[config.mk]
export PLATFORM = sky130hd
export DESIGN_NAME = jtag_host_sequencer
export DESIGN_NICKNAME = d
export VERILOG_FILES = /design/src/rtl/jtag_host_sequencer.sv
export SDC_FILE = /design/constraint.sdc
export NUM_CORES = 1
export LEC_CHECK = 0
export ABC_AREA = 0
export BUFFER_PORTS_ARGS = -buffer_cell sky130_fd_sc_hd__buf_2
export CAP_MARGIN = 20
export CORE_MARGIN = 5
export CORE_UTILIZATION = 54
export CTS_BUF_LIST = sky130_fd_sc_hd__clkbuf_2 sky130_fd_sc_hd__clkbuf_4 sky130_fd_sc_hd__clkbuf_8
export CTS_CLUSTER_SIZE = 8
export DETAILED_ROUTE_END_ITERATION = 8
export PLACE_DENSITY = 0.78
export SYNTH_ARGS = -nofsm -noshare
export SYNTH_HDL_FRONTEND = slang
export SYNTH_SLANG_ARGS = --single-unit
[constraint.sdc]
create_clock -name clk_i -period 3.1 [get_ports clk_i]
set_input_delay 0.62 -clock clk_i [delete_from_list [all_inputs] [get_ports clk_i]]
set_output_delay 0.62 -clock clk_i [all_outputs]
set_load 0.005 [all_outputs]
[src/rtl/jtag_host_sequencer.sv]
// jtag_host_sequencer
//   On-board JTAG host. Accepts scan commands (TAP reset, IR scan, DR scan, idle run), drives the
//   TCK/TMS/TDI waveform for each and returns the TDO bits captured during the shift phase.
//
//   Ports
//     clk_i        system clock, all logic on the rising edge
//     rst_i        synchronous active-high reset; aborts any command and replays a TAP reset
//     cmd_valid_i  command offered
//     cmd_ready_o  sequencer idle; command accepted when cmd_valid_i && cmd_ready_o
//     cmd_op_i     00 TAP_RESET, 01 IR_SCAN, 10 DR_SCAN, 11 RUN_IDLE
//     cmd_len_i    scan bits (IR/DR) or idle ticks (RUN_IDLE); clamped to MaxLen
//     cmd_data_i   TDI bits, bit 0 shifted first
//     rsp_valid_o  one-cycle pulse when a command finishes
//     rsp_data_o   captured TDO bits, bit 0 first captured; held until the next response
//     busy_o       inverse of cmd_ready_o
//     tck_o        JTAG clock, registered
//     tms_o        JTAG mode select, registered, changes only at tick start
//     tdi_o        JTAG data out, registered, changes only at tick start
//     tdo_i        JTAG data in, sampled in the clock cycle where tck_o rises
module jtag_host_sequencer #(
    parameter int unsigned ClkDiv = 4,
    parameter int unsigned MaxLen = 16,
    parameter int unsigned LenW   = 5
) (
    input  logic              clk_i,
    input  logic              rst_i,
    input  logic              cmd_valid_i,
    output logic              cmd_ready_o,
    input  logic [1:0]        cmd_op_i,
    input  logic [LenW-1:0]   cmd_len_i,
    input  logic [MaxLen-1:0] cmd_data_i,
    output logic              rsp_valid_o,
    output logic [MaxLen-1:0] rsp_data_o,
    output logic              busy_o,
    output logic              tck_o,
    output logic              tms_o,
    output logic              tdi_o,
    input  logic              tdo_i
);

    localparam int unsigned PhW  = (2 * ClkDiv > 1) ? $clog2(2 * ClkDiv) : 1;
    // Tick counter must cover both the 6-tick reset header and a full-length segment.
    localparam int unsigned CntW = (LenW > 3) ? LenW : 3;
    localparam int unsigned IdxW = (MaxLen > 1) ? $clog2(MaxLen) : 1;

    localparam logic [PhW-1:0] PhLast = PhW'(2 * ClkDiv - 1);
    localparam logic [PhW-1:0] PhRise = PhW'(ClkDiv);

    localparam logic [1:0] OpTapReset = 2'b00;
    localparam logic [1:0] OpIrScan   = 2'b01;
    localparam logic [1:0] OpDrScan   = 2'b10;
    localparam logic [1:0] OpRunIdle  = 2'b11;

    typedef enum logic [2:0] {
        StRstSeq,
        StIdle,
        StHdr,
        StShift,
        StTail,
        StDone
    } state_e;

    state_e            state_q, state_d;
    logic [PhW-1:0]    phase_q, phase_d;
    logic [CntW-1:0]   cnt_q, cnt_d;
    logic [1:0]        op_q, op_d;
    logic [LenW-1:0]   len_q, len_d;
    logic [MaxLen-1:0] data_q, data_d;
    logic [MaxLen-1:0] cap_q, cap_d;
    logic [MaxLen-1:0] rsp_data_q, rsp_data_d;
    logic              tck_q, tck_d;
    logic              tms_q, tms_d;
    logic              tdi_q, tdi_d;

    logic [LenW-1:0]   len_in;
    logic [CntW-1:0]   seg_len;

    // Header tick count; RUN_IDLE is carried entirely by the header segment.
    function automatic logic [CntW-1:0] hdr_len(input logic [1:0] op, input logic [LenW-1:0] len);
        logic [CntW-1:0] n;
        unique case (op)
            OpTapReset: n = CntW'(6);
            OpIrScan:   n = CntW'(4);
            OpDrScan:   n = CntW'(3);
            default:    n = CntW'(len);
        endcase
        return n;
    endfunction

    // TMS value for tick cnt of the given segment.
    function automatic logic tick_tms(input state_e st, input logic [1:0] op,
                                      input logic [CntW-1:0] cnt, input logic [CntW-1:0] len);
        logic tms;
        tms = 1'b0;
        case (st)
            StRstSeq: tms = (cnt < CntW'(5));
            StHdr: begin
                case (op)
                    OpTapReset: tms = (cnt < CntW'(5));
                    OpIrScan:   tms = (cnt < CntW'(2));
                    OpDrScan:   tms = (cnt == '0);
                    default:    tms = 1'b0;
                endcase
            end
            StShift: tms = (cnt == len - CntW'(1));
            StTail:  tms = (cnt == '0);
            default: tms = 1'b0;
        endcase
        return tms;
    endfunction

    assign len_in = (cmd_len_i > LenW'(MaxLen)) ? LenW'(MaxLen) : cmd_len_i;

    always_comb begin
        unique case (state_q)
            StRstSeq: seg_len = CntW'(6);
            StHdr:    seg_len = hdr_len(op_q, len_q);
            StShift:  seg_len = CntW'(len_q);
            default:  seg_len = CntW'(2);
        endcase
    end

    always_comb begin
        state_d    = state_q;
        phase_d    = phase_q;
        cnt_d      = cnt_q;
        op_d       = op_q;
        len_d      = len_q;
        data_d     = data_q;
        cap_d      = cap_q;
        rsp_data_d = rsp_data_q;
        tck_d      = tck_q;
        tms_d      = tms_q;
        tdi_d      = tdi_q;

        unique case (state_q)
            StIdle, StDone: begin
                state_d = StIdle;
                phase_d = '0;
                cnt_d   = '0;
                tck_d   = 1'b0;
                tms_d   = 1'b0;
                tdi_d   = 1'b0;
                if (cmd_valid_i) begin
                    op_d   = cmd_op_i;
                    len_d  = len_in;
                    data_d = cmd_data_i;
                    cap_d  = '0;
                    if (cmd_op_i != OpTapReset && len_in == '0) begin
                        // Nothing to clock: respond in the very next cycle.
                        state_d    = StDone;
                        rsp_data_d = '0;
                    end else begin
                        state_d = StHdr;
                        tms_d   = tick_tms(StHdr, cmd_op_i, '0, CntW'(len_in));
                    end
                end
            end
            default: begin
                phase_d = (phase_q == PhLast) ? '0 : phase_q + PhW'(1);
                tck_d   = (phase_d >= PhRise);
                // First cycle with TCK high is the rising-edge cycle.
                if (state_q == StShift && phase_q == PhRise) begin
                    cap_d[cnt_q[IdxW-1:0]] = tdo_i;
                end
                if (phase_q == PhLast) begin
                    if (state_q == StShift) begin
                        data_d = data_q >> 1;
                    end
                    if (cnt_q != seg_len - CntW'(1)) begin
                        cnt_d = cnt_q + CntW'(1);
                    end else begin
                        cnt_d = '0;
                        unique case (state_q)
                            StRstSeq: state_d = StIdle;
                            StHdr: begin
                                state_d = (op_q == OpIrScan || op_q == OpDrScan) ? StShift : StDone;
                            end
                            StShift:  state_d = StTail;
                            default:  state_d = StDone;
                        endcase
                    end
                    if (state_d == StIdle || state_d == StDone) begin
                        tms_d = 1'b0;
                        tdi_d = 1'b0;
                        if (state_d == StDone) begin
                            rsp_data_d = cap_q;
                        end
                    end else begin
                        tms_d = tick_tms(state_d, op_q, cnt_d, CntW'(len_q));
                        tdi_d = (state_d == StShift) & data_d[0];
                    end
                end
            end
        endcase
    end

    always_ff @(posedge clk_i) begin
        if (rst_i) begin
            // Reset state doubles as tick 0 of the automatic TAP reset sequence.
            state_q    <= StRstSeq;
            phase_q    <= '0;
            cnt_q      <= '0;
            op_q       <= OpTapReset;
            len_q      <= '0;
            data_q     <= '0;
            cap_q      <= '0;
            rsp_data_q <= '0;
            tck_q      <= 1'b0;
            tms_q      <= 1'b1;
            tdi_q      <= 1'b0;
        end else begin
            state_q    <= state_d;
            phase_q    <= phase_d;
            cnt_q      <= cnt_d;
            op_q       <= op_d;
            len_q      <= len_d;
            data_q     <= data_d;
            cap_q      <= cap_d;
            rsp_data_q <= rsp_data_d;
            tck_q      <= tck_d;
            tms_q      <= tms_d;
            tdi_q      <= tdi_d;
        end
    end

    assign cmd_ready_o = (state_q == StIdle) || (state_q == StDone);
    assign busy_o      = ~cmd_ready_o;
    assign rsp_valid_o = (state_q == StDone);
    assign rsp_data_o  = rsp_data_q;
    assign tck_o       = tck_q;
    assign tms_o       = tms_q;
    assign tdi_o       = tdi_q;

endmodule

---- Word level (Yosys, flattened, before mapping) ----
Index checks and enable logic that the tools add are counted.
storage, ports and cells
  word-level logic and storage cells ...... 112
  register bits after elaboration ......... 69
  output and inout bits ................... 22
cells by class
  mux-type cells .......................... 43
  add/subtract/negate cells ............... 4
  reduce and logical (&&, ||, !) cells .... 26
  equality and inequality tests ........... 19
  order comparisons ....................... 6
  bitwise operators ....................... 2
operator list
  kind                 number
  $mux 16              15
  $pmux 5 s3           2
  $mux 3               9
  $mux 5               4
  $bwmux 16            1
  $eq 3x3->1 const B   5
  $eq 3x2->1 const B   4
  $reduce_bool 2->1    6
  $logic_not 5->1      2
  $sub 5x1->5 const B  2
  $pmux 3 s3           1
  $mux 1               8
  $eq 3x1->1 const B   2
  $logic_not 3->1      2
  $reduce_and 2->1     3
  $reduce_or 3->1      2
  $add 5x1->5 const B  1
  $eq 5x5->1           1
  $gt 5x5->1 const B   1
  $lt 4x5->1 const B   1
  $lt 5x2->1 const B   1
  $lt 5x3->1 const B   1
  $ne 5x5->1           1
  $reduce_and 5->1     1
  16 further kinds     24

---- Logic depth before layout (Yosys ltp) ----
Gate-level depths: netlist (run 1).
  depth in word-level cells ............... 14
  mapped depth ............................ 16

---- Least setup slack after synthesis (run 1) ----
Ideal clock, no wire load.
  path type ............................... register -> register
  start point ............................. register op_q[0]
  end point ............................... register rsp_data_q[0] (netlist: rsp_data_o[0])
  setup slack ............................. -149 ps
  stages on the path, launching flop included .. 16
  clock period less this slack ............ 3249 ps
  setup time .............................. 128 ps
  data arrival time ....................... 3121 ps
  data required time ...................... 2972 ps
  cell sequence ........................... dfxtp_1 > ha_1 > clkbuf_1 > or3b_2 > a21oi_1 > inv_1 > ha_1 > inv_1 > a311o_1 > a31oi_1 > nor4b_1 > o221a_2 > o21ai_1 > buf_2 > a22oi_1 > nor2_1
on the way
  cells in the longest elaborated chain, start to end .. 12
  elaborated cells between the ends (all ways) .. 19
  those cells by class .................... 1 x add/sub; 5 x eq/ne; 7 x mux; 6 x reduce/logical
RTL lines
  element                                   line      source
  start: declaration                        66        logic [1:0] op_q, op_d;
  start signal: assignment                  204       op_q <= OpTapReset;
  start signal: assignment                  216       op_q <= op_d;
  $eq 2x2->1 (tied with other cells)        81, 177
  $pmux 5 s3                                81        unique case (op)
  $pmux 5 s3                                115       unique case (state_q)
  $sub 5x1->5                               170       if (cnt_q != seg_len - CntW'(1)) begin
  $ne 5x5->1                                170
  $mux 3 (*)                                170
  $mux 3 (*)                                166       if (phase_q == PhLast) begin
  $mux 3 (*)                                136       unique case (state_q)
  $eq 3x1->1 or $eq 3x3->1 (tied branches)  183, 186
  $logic_or 1x1->1                          183       if (state_d == StIdle || state_d == StDone) begin
  $reduce_bool 2->1 (no source line)        --
  $reduce_and 5->1 (no source line) (*)     --
  end signal: assignment                    220       rsp_data_q <= rsp_data_d;
  end: declaration                          70        logic [MaxLen-1:0] rsp_data_q, rsp_data_d;
Mark *: on every way between the ends. The rest lies on a longest branch, timed or not. The select of a mux whose other input is x is not followed.
A chain may end at the register's enable or synchronous reset.

---- Final worst setup path (run 1) ----
  start point ............................. register op_q[0]
  end point ............................... register tms_q (netlist: tms_o)
on the way
  cells in the longest elaborated chain, start to end .. 14
  elaborated cells between the ends (all ways) .. 32
  those cells by class .................... 1 x add/sub; 2 x order compare; 9 x eq/ne; 15 x mux; 5 x reduce/logical
RTL lines
  element                             line         source
  $eq 2x2->1 (tied with other cells)  81, 98, 177
  $pmux 5 s3                          81
  $pmux 5 s3                          115
  $sub 5x1->5                         170
  $ne 5x5->1                          170
  $mux 5                              170
  $mux 5                              166
  $mux 5                              136
  $lt 5x2->1 (tied with other cells)  100          OpIrScan: tms = (cnt < CntW'(2));
  $pmux 1 s3                          98           case (op)
  $pmux 1 s4                          95           case (st)
  $mux 1 (*)                          183
  $mux 1 (*)                          166
  $mux 1 (*)                          136
  end signal: assignment              222          tms_q <= tms_d;
  end: declaration                    72           logic tms_q, tms_d;
Marked as above.

==> results of run 1 <==
-- power breakdown --
part / switching [mW] / total, mW / internal, mW
Sequential: 0.00466 / 0.882 / 0.878
Combinational: 0.0383 / 0.0641 / 0.0258
Clock: 0.369 / 0.819 / 0.450
Total: 0.412 / 1.77 / 1.35
-- state kept, by name, summed over array words and instances, names as in the netlist --
register    count
tdi_o           1
tms_o           1
state_q         3
cnt_q           5
cap_q          16
rsp_data_o     16
len_q           5
op_q            2
data_q         16
phase_q         3
-- cell usage in the layout (no fill, tap or decap), types with 3 or more instances in the layout --
cell	instances
nand2b_1	4
nor2_1	57
o211ai_1	5
or3_1	4
buf_4	26
xnor2_1	9
and2_1	7
inv_1	14
dfxtp_1	66
nand3b_1	7
o21ai_0	23
a22oi_2	16
ha_1	9
clkbuf_8	9
nor2b_1	6
a21oi_1	48
a211oi_1	15
nor3_1	6
buf_6	5
a22oi_1	15
buf_2	48
nand2_1	38
nand3_1	7
and2b_1	3
-- per-stage QoR --
step / hold slack, ns / total power [mW]
finish: 0.472 / 1.77
global route: 0.496 / 1.82
detailed placement: 0.460 / 0.964
global placement: 0.447 / 0.961
CTS: 0.473 / 1.76
floorplan: 0.427 / 0.934
-- metal layers --
layer,up-vias,routed length [um],global-route usage
met1,1739,4370,0.296
met2,222,5020,0.357
met5,-,0,0
met4,0,427,0.0779
li1,1718,-,-
met3,41,1060,0.0504
-- final timing paths --
check	start	end
setup reg to reg	op_q[0]	tms_o
hold reg to reg	data_q[15]	data_q[15]
setup / recovery	op_q[0]	tms_o
hold / removal	data_q[15]	data_q[15]
-- layout make-up --
cell class	instances	share of cell area
Clock buffer	9	0.0273
Clock inverter	6	0.0195
Inverter	16	0.0132
Multi-Input combinational cell	331	0.492
Sequential cell	68	0.300
Tap cell	77	0.0212
Timing Repair Buffer	83	0.127
-- worst max-delay path, stage by stage (launching register included) --
cell,delay (ns)
dfxtp_2,0.36
inv_2,0.07
ha_4,0.16
buf_6,0.11
nor4_4,0.29
nor2_1,0.10
nor2_1,0.11
ha_2,0.22
inv_2,0.05
a311o_1,0.34
a31oi_2,0.24
nor4b_4,0.09
o21a_4,0.23
or3_1,0.38
a221o_1,0.31
a21oi_1,0.12
-- what timing repair did --
item	in CTS	in global routing
endpoints found under the hold margin	0	0
pin swaps	11	25
setup endpoints to repair	20	23
gates cloned	0	3
resized for setup	13	38
hold buffers	0	0
buffers inserted	7	6
-- cells by family after synthesis --
logic type,count (synthesis),share of synthesized area
muxes,3,0.00871
AOI/OAI and AO/OA,150,0.273
xor gates and xnor gates,12,0.0293
and+or+nand+nor,152,0.205
buffers and inverters,52,0.0599
DFF,68,0.379
adders and majority gates,13,0.0453
==> run_results.csv, run 1 <==
group,metric,value,unit
sta,fin_worst_skew,0.0146,ns
synthesis,synth_area_leader_cell,"dfxtp_1",
critical_path,endpoint_kind,"register",
synthesis,synth_area_leaders,"dfxtp_1 38%, a21oi_1 6.8%, a22oi_1 6.5%, nor2_1 6.0%, ha_1 4.5%",
cells_and_area,regArea,1360,um2
critical_path,cp.arrival,3.54,ns
clock_tree,cts.path.max_buffers,2,
synthesis,syn_avg_cell_area,7.98,um2
routing,final_antenna_net_count,0,
clock_tree,clk_pin_slew,0.08,ns
floorplan,die_w,91.6,um
critical_path,worstPathMaxFanout,5,
critical_path,reg2regPathDepth,15,
status,violations,"setup timing",
synthesis,yosys_warnings,0,
routing,drt_iter0_markers,411,
pwr,ir_worst_vdd,496,uV
pwr,power.density,389,nW/um2
clock_tree,clkSinkCount,68,
global_routing,grt_max_degree,49,
critical_path,critPathKind,"register to register",
global_routing,grt_pass1_wl,15400,um
sta,finalCritPeriodShare,1.05,
floorplan,start_util,0.559,
critical_path,worstSetupStartpointType,"register",
run,maxCapViolCount,0,
routing,post-route-drc-count,0,
sta,period_needed,3.24,ns
synthesis,seq_area_frac_synth,0.379,
synthesis,yosysMostFrequentCell,"dfxtp_1",
routing,dr.pass1.iters,5,
placement,dp_hpwl,6450,um
synthesis,synthTopCellsByCount,"68 x dfxtp_1, 57 x nor2_1, 49 x a21oi_1",
sta,fmax,308,MHz
cells_and_area,final_util,0.708,
sta,worst_slack,-0.144,ns
clock_tree,htreeDepth,3,
synthesis,ys.flop_type,"dfxtp_1",
clock_tree,clock_latency,0.35,ns
floorplan,rows,29,
floorplan,core_area,6420,um2
synthesis,async_reset_ff_frac,0,
sta,setup_tns,-1.66,ns
min_path,whs_path_depth,2,
sta,finalSetupViolCount,23,
sta,worst_pin_slew,0.569,ns
synthesis,syn_inst,450,
critical_path,r2r_slack,-0.14,ns
cells_and_area,syn2layout_area_growth,26.5,%
synthesis,yosysUniqueCellTypes,58,
clock_tree,root_buffer,"clkbuf_8",
placement,place_area,3950,um2
sta,hold_violations,0,
global_routing,antenna_found_initial,0,
synthesis,synth_edf_count,0,
routing,vias,3720,
sta,rsz0062_at_grt,"yes",
synthesis,netlist_area,3590,um2
cells_and_area,fin_cells,590,
placement,gp_congestion,0.922,
cells_and_area,post-route-cell-area,4540,um2
min_path,hold_path_class,"register to register",
placement,place_ws,-0.237,ns
floorplan,die_h,91.6,um
sta,slew_headroom,0.620,
placement,place_inst,560,
floorplan,dieArea,8380,um2
synthesis,synth_nets,490,
pwr,leakage,1.66,nW
placement,port_buffers,48,
global_routing,grt.total_usage,0.223,
clock_tree,cts_tree,"built",
synthesis,synthDominantCellAreaShare,0.379,
routing,wirelength,10900,um
critical_path,crit_required,3.39,ns
cells_and_area,multi_input_area,2230,um2
clock_tree,cts_buffers,9,
sta,slew_viol_final,0,
status,outcome,"finished, violations left",
floorplan,ios,49,
global_routing,gr-total-overflow,0,
cells_and_area,antenna_cells,0,
routing,drt-wirelength-per-cell,18.4,um
cells_and_area,layout-drive-gt1-share,0.288,
synthesis,ys_seq_elements,68,
routing,post_drt_via_cell_ratio,6.31,
global_routing,grt_pass1_vias,3200,
cells_and_area,fin_nets,549,
cells_and_area,fillers,474,
(Power assumes the default switching activity.)
==> run 2, diff against run 1 <==
--- a/config.mk
+++ b/config.mk
@@ -14,6 +14,7 @@
 export CTS_CLUSTER_SIZE = 8
 export DETAILED_ROUTE_END_ITERATION = 8
 export PLACE_DENSITY = 0.78
+export SKIP_LAST_GASP = 1
 export SYNTH_ARGS = -nofsm -noshare
 export SYNTH_HDL_FRONTEND = slang
 export SYNTH_SLANG_ARGS = --single-unit
==> constraint.sdc (replaced) <==
create_clock -name clk_i -period 3.1 [get_ports clk_i]
set_input_delay 0.62 -clock clk_i [delete_from_list [all_inputs] [get_ports clk_i]]
set_output_delay 0.62 -clock clk_i [all_outputs]
set_load 0.05 [all_outputs]
==> run 2 against run 1 <==
  * The run still ends with setup timing left
  * Clock-buffer cell count up 2
  * Die area unchanged
  * Critical path depth unchanged
  * Clock skew down 0.0046 ns
  * Sequential power about the same
  * First-iteration DRC count down 12%
  * Total power down 8.4%
  * Wire length down 13%
  * Fmax down 0.17%
  * Sequential share of layout area up 1.5 points
  * Final cell count down 1.0%
  * Clock power down 18%
  * Critical endpoint unchanged
  * Largest power group unchanged
==> run_results.csv, run 2 (synthesis results as in run 1) <==
group,metric,value,unit
global_routing,antenna_found_initial,0,
pwr,p_comb_frac,0.041,
min_path,hold_path_class,"register to register",
sta,fmax,308,MHz
global_routing,grt_max_degree,56,
cells_and_area,layout-drive-gt1-share,0.256,
pwr,ir_worst_vdd,333,uV
pwr,p_clk_frac,0.414,
placement,place_area,3940,um2
placement,dp_hpwl,6330,um
sta,worst_pin_slew,0.581,ns
floorplan,die_h,91.6,um
critical_path,crit_chain,"buf_6, ha_4, or3b_4, a21oi_2, inv_1, ha_2, buf_4, o211ai_1, buf_4, nand4_1, nor4b_4, o21a_4, or3_1, a221o_1, a21oi_1",
global_routing,grt.total_usage,0.218,
cells_and_area,fin_nets,542,
sta,slew_viol_final,0,
clock_tree,clk_pin_slew,0.07,ns
global_routing,gr-total-overflow,0,
clock_tree,postCtsHoldBufs,0,
routing,drt-wirelength-per-cell,16.2,um
routing,dr.pass1.iters,5,
sta,period_needed,3.25,ns
sta,finalCritPeriodShare,1.05,
pwr,p_sw,0.392,mW
sta,slew_headroom,0.612,
cells_and_area,layout_common_cells,"66 x dfxtp_1, 57 x nor2_1, 48 x a21oi_1, 48 x buf_2, 38 x nand2_1",
critical_path,crit_required,3.37,ns
placement,gp_congestion,0.912,
pwr,swShare,0.243,
routing,post-route-drc-count,0,
clock_tree,htreeDepth,3,
cells_and_area,syn2layout_area_growth,20.8,%
clock_tree,cts_buffers,9,
critical_path,cp_common_cell,"buf_4",
critical_path,worstSetupStartpointType,"register",
sta,hold_violations,0,
critical_path,critPathMaxStageDelay,0.40,ns
pwr,leakage,1.59,nW
critical_path,endpoint_kind,"register",
floorplan,dieArea,8380,um2
routing,wirelength,9450,um
clock_tree,clkSinkCount,68,
run,maxCapViolCount,0,
placement,place_ws,-0.244,ns
global_routing,grt_pass1_wl,15000,um
critical_path,crit_path_top_delay_cell,"or3b_4",
critical_path,critPathKind,"register to register",
routing,post_drt_via_cell_ratio,5.98,
status,violations,"setup timing",
routing,vias,3494,
floorplan,start_util,0.559,
cells_and_area,final_common_cell,"dfxtp_1",
global_routing,grt_pass1_vias,3188,
pwr,pwr-share-seq,0.545,
routing,final_antenna_net_count,0,
cells_and_area,antenna_cells,0,
floorplan,rows,29,
clock_tree,root_buffer,"clkbuf_8",
cells_and_area,fillers,493,
critical_path,cp.arrival,3.52,ns
clock_tree,cts_tree,"built",
placement,port_buffers,48,
sta,rsz0062_at_grt,"yes",
floorplan,ios,49,
sta,worst_slack,-0.150,ns
clock_tree,cts.path.max_buffers,2,
critical_path,worstPathMaxFanout,5,
sta,setup_tns,-0.956,ns
sta,fin_worst_skew,0.00999,ns
sta,finalSetupViolCount,21,
cells_and_area,post-route-cell-area,4340,um2
pwr,p_int,1.23,mW
floorplan,die_w,91.6,um
routing,drt_iter0_markers,360,
status,outcome,"finished, violations left",
clock_tree,clock_latency,0.34,ns
pwr,power.density,373,nW/um2
floorplan,core_area,6420,um2
==> run 2: cell count changes in the layout (fill, tap and decap cells not counted), sizes merged <==
cell	delta
bufinv	-2
buf	-5
clkinvlp	+1
==> run 2: final cells by class <==
cell class | count | area [um2] | area share
Sequential cell | 68 | 1370 | 0.315
Timing Repair Buffer | 76 | 474 | 0.109
Inverter | 16 | 60.1 | 0.0138
Clock inverter | 5 | 36.3 | 0.00836
Tap cell | 77 | 96.3 | 0.0222
Clock buffer | 11 | 145 | 0.0334
Multi-Input combinational cell | 331 | 2160 | 0.498
==> run 2: layer usage <==
layer,GRT usage,share of wire,wire [um],up-vias
li1,-,-,-,1701
met1,0.295,0.45,4280,1624
met2,0.340,0.45,4290,147
met3,0.0471,0.069,651,22
met4,0.0842,0.024,224,0
met5,0,0,0,-
==> run 2: final timing paths <==
path	start	end	slack, ns	cells after the start
hold reg to reg	phase_q[0]	phase_q[0]	0.45	1
setup / recovery	op_q[0]	tms_o	-0.15	15
setup reg to reg	op_q[0]	tms_o	-0.15	15
hold / removal	phase_q[0]	phase_q[0]	0.45	1
==> run 2: timing repair <==
| item | in CTS | in global routing |
|---|---|---|
| endpoints found under the setup margin | 22 | 25 |
| gates cloned | 0 | 1 |
| endpoints found under the hold margin | 0 | 0 |
| pin swaps | 11 | 16 |
| buffers inserted | 6 | 4 |
| gates resized for setup | 14 | 22 |
==> run 2: per-stage QoR <==
| stage | hold WS (ns) | std cells | total power, mW | utilization |
|---|---|---|---|---|
| finish | 0.453 | 584 | 1.62 | 0.676 |
| global route | 0.503 | 584 | 1.68 | 0.676 |
| CTS | 0.460 | 580 | 1.63 | 0.655 |
| detailed placement | 0.450 | 558 | 0.967 | 0.613 |
| global placement | 0.450 | 558 | 0.965 | 0.613 |
| floorplan | 0.427 | 450 | 0.938 | - |
==> run 2: critical path: cells and delay by family (launching register included) <==
family	cells	cell delay [ns]
simple gates	4	1.01
fa+ha+maj	2	0.37
buf+inv	4	0.49
compound gates	5	0.97
flops	1	0.35
==> run 2: power by group through the flow <==
stage / logic [mW] / registers [mW] / clock network [mW]
6_report: 0.0660 / 0.881 / 0.670
5_1_grt: 0.0733 / 0.882 / 0.722
3_3_place_gp: 0.0626 / 0.902 / 0
2_1_floorplan: 0.0336 / 0.904 / 0
3_5_place_dp: 0.0641 / 0.902 / 0
4_1_cts: 0.0651 / 0.882 / 0.681
==> run 3, diff against run 2 <==
--- a/config.mk
+++ b/config.mk
@@ -9,11 +9,11 @@
 export BUFFER_PORTS_ARGS = -buffer_cell sky130_fd_sc_hd__buf_2
 export CAP_MARGIN = 20
 export CORE_MARGIN = 5
-export CORE_UTILIZATION = 54
+export CORE_UTILIZATION = 50
 export CTS_BUF_LIST = sky130_fd_sc_hd__clkbuf_2 sky130_fd_sc_hd__clkbuf_4 sky130_fd_sc_hd__clkbuf_8
 export CTS_CLUSTER_SIZE = 8
 export DETAILED_ROUTE_END_ITERATION = 8
-export PLACE_DENSITY = 0.78
+export PLACE_DENSITY = 0.73
 export SKIP_LAST_GASP = 1
 export SYNTH_ARGS = -nofsm -noshare
 export SYNTH_HDL_FRONTEND = slang
==> run 3 against run 2 <==
  * The flow now finishes without violations
  * Clock-buffer cell count down 2
  * Setup slack better by 0.16 ns
  * Clock skew is 0.0026 ns lower
  * Critical path type unchanged
  * Clock power rose by 12%
  * Combinational power rose by 0.8%
  * Die area grew 7.1%
  * Wire length up 3.8%
  * Largest power group unchanged
==> run_results.csv, run 3 (synthesis results as in run 1) <==
group,metric,value,unit
floorplan,dieArea,8980,um2
cells_and_area,final_common_cell,"dfxtp_1",
min_path,hold_start,"data_q[15]",
pwr,power.density,384,nW/um2
global_routing,antenna_found_initial,0,
placement,place_area,3980,um2
pwr,p_int,1.28,mW
critical_path,r2r-start,"op_q[0]",
cells_and_area,fillers,641,
clock_tree,clk_pin_slew,0.08,ns
pwr,leakage,1.63,nW
floorplan,core_area,7140,um2
cells_and_area,regArea,1370,um2
cells_and_area,syn2layout_area_growth,23.3,%
sta,worst_pin_slew,0.566,ns
critical_path,crit_required,3.39,ns
clock_tree,cts.path.max_buffers,2,
global_routing,grt_pass1_vias,3307,
sta,worst_slack,0.0133,ns
pwr,p_sw,0.423,mW
floorplan,rows,31,
sta,rsz0062_at_grt,"yes",
cells_and_area,antenna_cells,0,
critical_path,crit_chain,"inv_4, ha_4, nor4_4, nor2_1, nor2_2, ha_4, inv_2, a311o_1, a31oi_2, nor4b_4, o21a_4, or3_1, a221o_1, a21oi_1",
pwr,p_clk_frac,0.443,
floorplan,die_h,94.8,um
global_routing,grt_pass1_wl,15500,um
placement,dp_hpwl,6480,um
sta,finalCritPeriodShare,0.996,
sta,setup_tns,0,ns
critical_path,worstSetupStartpoint,"op_q[0]",
pwr,p_comb_frac,0.039,
status,outcome,"finished clean",
critical_path,crit_path_top_delay_cell,"dfxtp_4",
global_routing,gr-total-overflow,0,
clock_tree,cts_tree,"built",
cells_and_area,post-route-cell-area,4430,um2
clock_tree,postCtsHoldBufs,0,
sta,slew_viol_final,0,
run,maxCapViolCount,0,
routing,final_antenna_net_count,0,
critical_path,worstSetupStartpointType,"register",
pwr,ir_worst_vdd,250,uV
routing,vias,3528,
placement,port_buffers,48,
cells_and_area,multi_input_area,2160,um2
sta,finalSetupViolCount,0,
placement,gp_congestion,0.899,
global_routing,grt_max_degree,56,
routing,post_drt_via_cell_ratio,5.79,
sta,fin_worst_skew,0.00744,ns
routing,wirelength,9810,um
routing,drt_iter0_markers,319,
sta,fmax,324,MHz
critical_path,cp_common_cell,"ha_4",
pwr,power.total,1.70,mW
clock_tree,clock_latency,0.35,ns
cells_and_area,layout-drive-gt1-share,0.259,
placement,place_ws,-0.240,ns
routing,post-route-drc-count,0,
critical_path,cp.arrival,3.37,ns
pwr,swShare,0.249,
pwr,pwr-share-seq,0.518,
cells_and_area,fin_nets,545,
floorplan,die_w,94.8,um
floorplan,start_util,0.503,
sta,period_needed,3.09,ns
sta,slew_headroom,0.622,
sta,holdWs,0.475,ns
routing,dr.pass1.iters,5,
critical_path,endpoint_kind,"register",
global_routing,grt.total_usage,0.218,
clock_tree,root_buffer,"clkbuf_8",
clock_tree,clkSinkCount,68,
cells_and_area,layout_common_cells,"66 x dfxtp_1, 56 x nor2_1, 48 x buf_2",
routing,drt-wirelength-per-cell,16.1,um
critical_path,worstPathMaxFanout,7,
floorplan,ios,49,
clock_tree,htreeDepth,3,
sta,hold_violations,0,
clock_tree,cts_buffers,9,
critical_path,critPathKind,"register to register",
min_path,hold_path_class,"register to register",
critical_path,critPathMaxStageDelay,0.39,ns
-- run 3: power by group through the flow --
stage / combinational, mW / sequential [mW] / clock (mW)
after floorplan: 0.0336 / 0.904 / 0
after global routing: 0.0742 / 0.881 / 0.796
after CTS: 0.0653 / 0.880 / 0.760
after detailed placement: 0.0647 / 0.903 / 0
final: 0.0665 / 0.881 / 0.753
after global placement: 0.0632 / 0.902 / 0
-- run 3: through the flow --
step	std cells	util
after floorplan	450	-
after global placement	582	0.558
after detailed placement	582	0.558
after CTS	605	0.602
after global routing	609	0.621
final	609	0.621
-- run 3: layout make-up --
cell class | instances | area share
inverters | 16 | 0.0141
multi-input cells | 330 | 0.489
well taps | 99 | 0.0280
clock buffers | 9 | 0.0280
clock inverters | 7 | 0.0169
repair buffers | 80 | 0.116
flip-flops and latches | 68 | 0.309
-- run 3: path summary, 6_finish.rpt --
check / slack [ns] / to / depth (start not counted)
setup / recovery: 0.01 / tms_o / 14
hold / removal: 0.48 / data_q[15] / 2
setup reg to reg: 0.01 / tms_o / 14
hold reg to reg: 0.48 / data_q[15] / 2
-- run 3: what timing repair did --
action / in CTS / in global routing
endpoints found under the setup margin: 22 / 22
pin swaps: 5 / 18
gates resized for setup: 19 / 21
gates cloned: 0 / 0
setup buffers: 7 / 6
-- run 3: per-layer routing --
metal	wire length, um	global-route usage
met1	4500	0.294
met2	4580	0.341
met3	564	0.0518
met4	164	0.0805
met5	0	0
-- run 3: critical path, delay by kind of cell, from the launching register on --
family,cells,cell delay (ns)
buffers and inverters,2,0.09
DFF,1,0.39
adders and majority gates,2,0.33
and+or+nand+nor,5,0.91
AOI/OAI and AO/OA,5,1.31
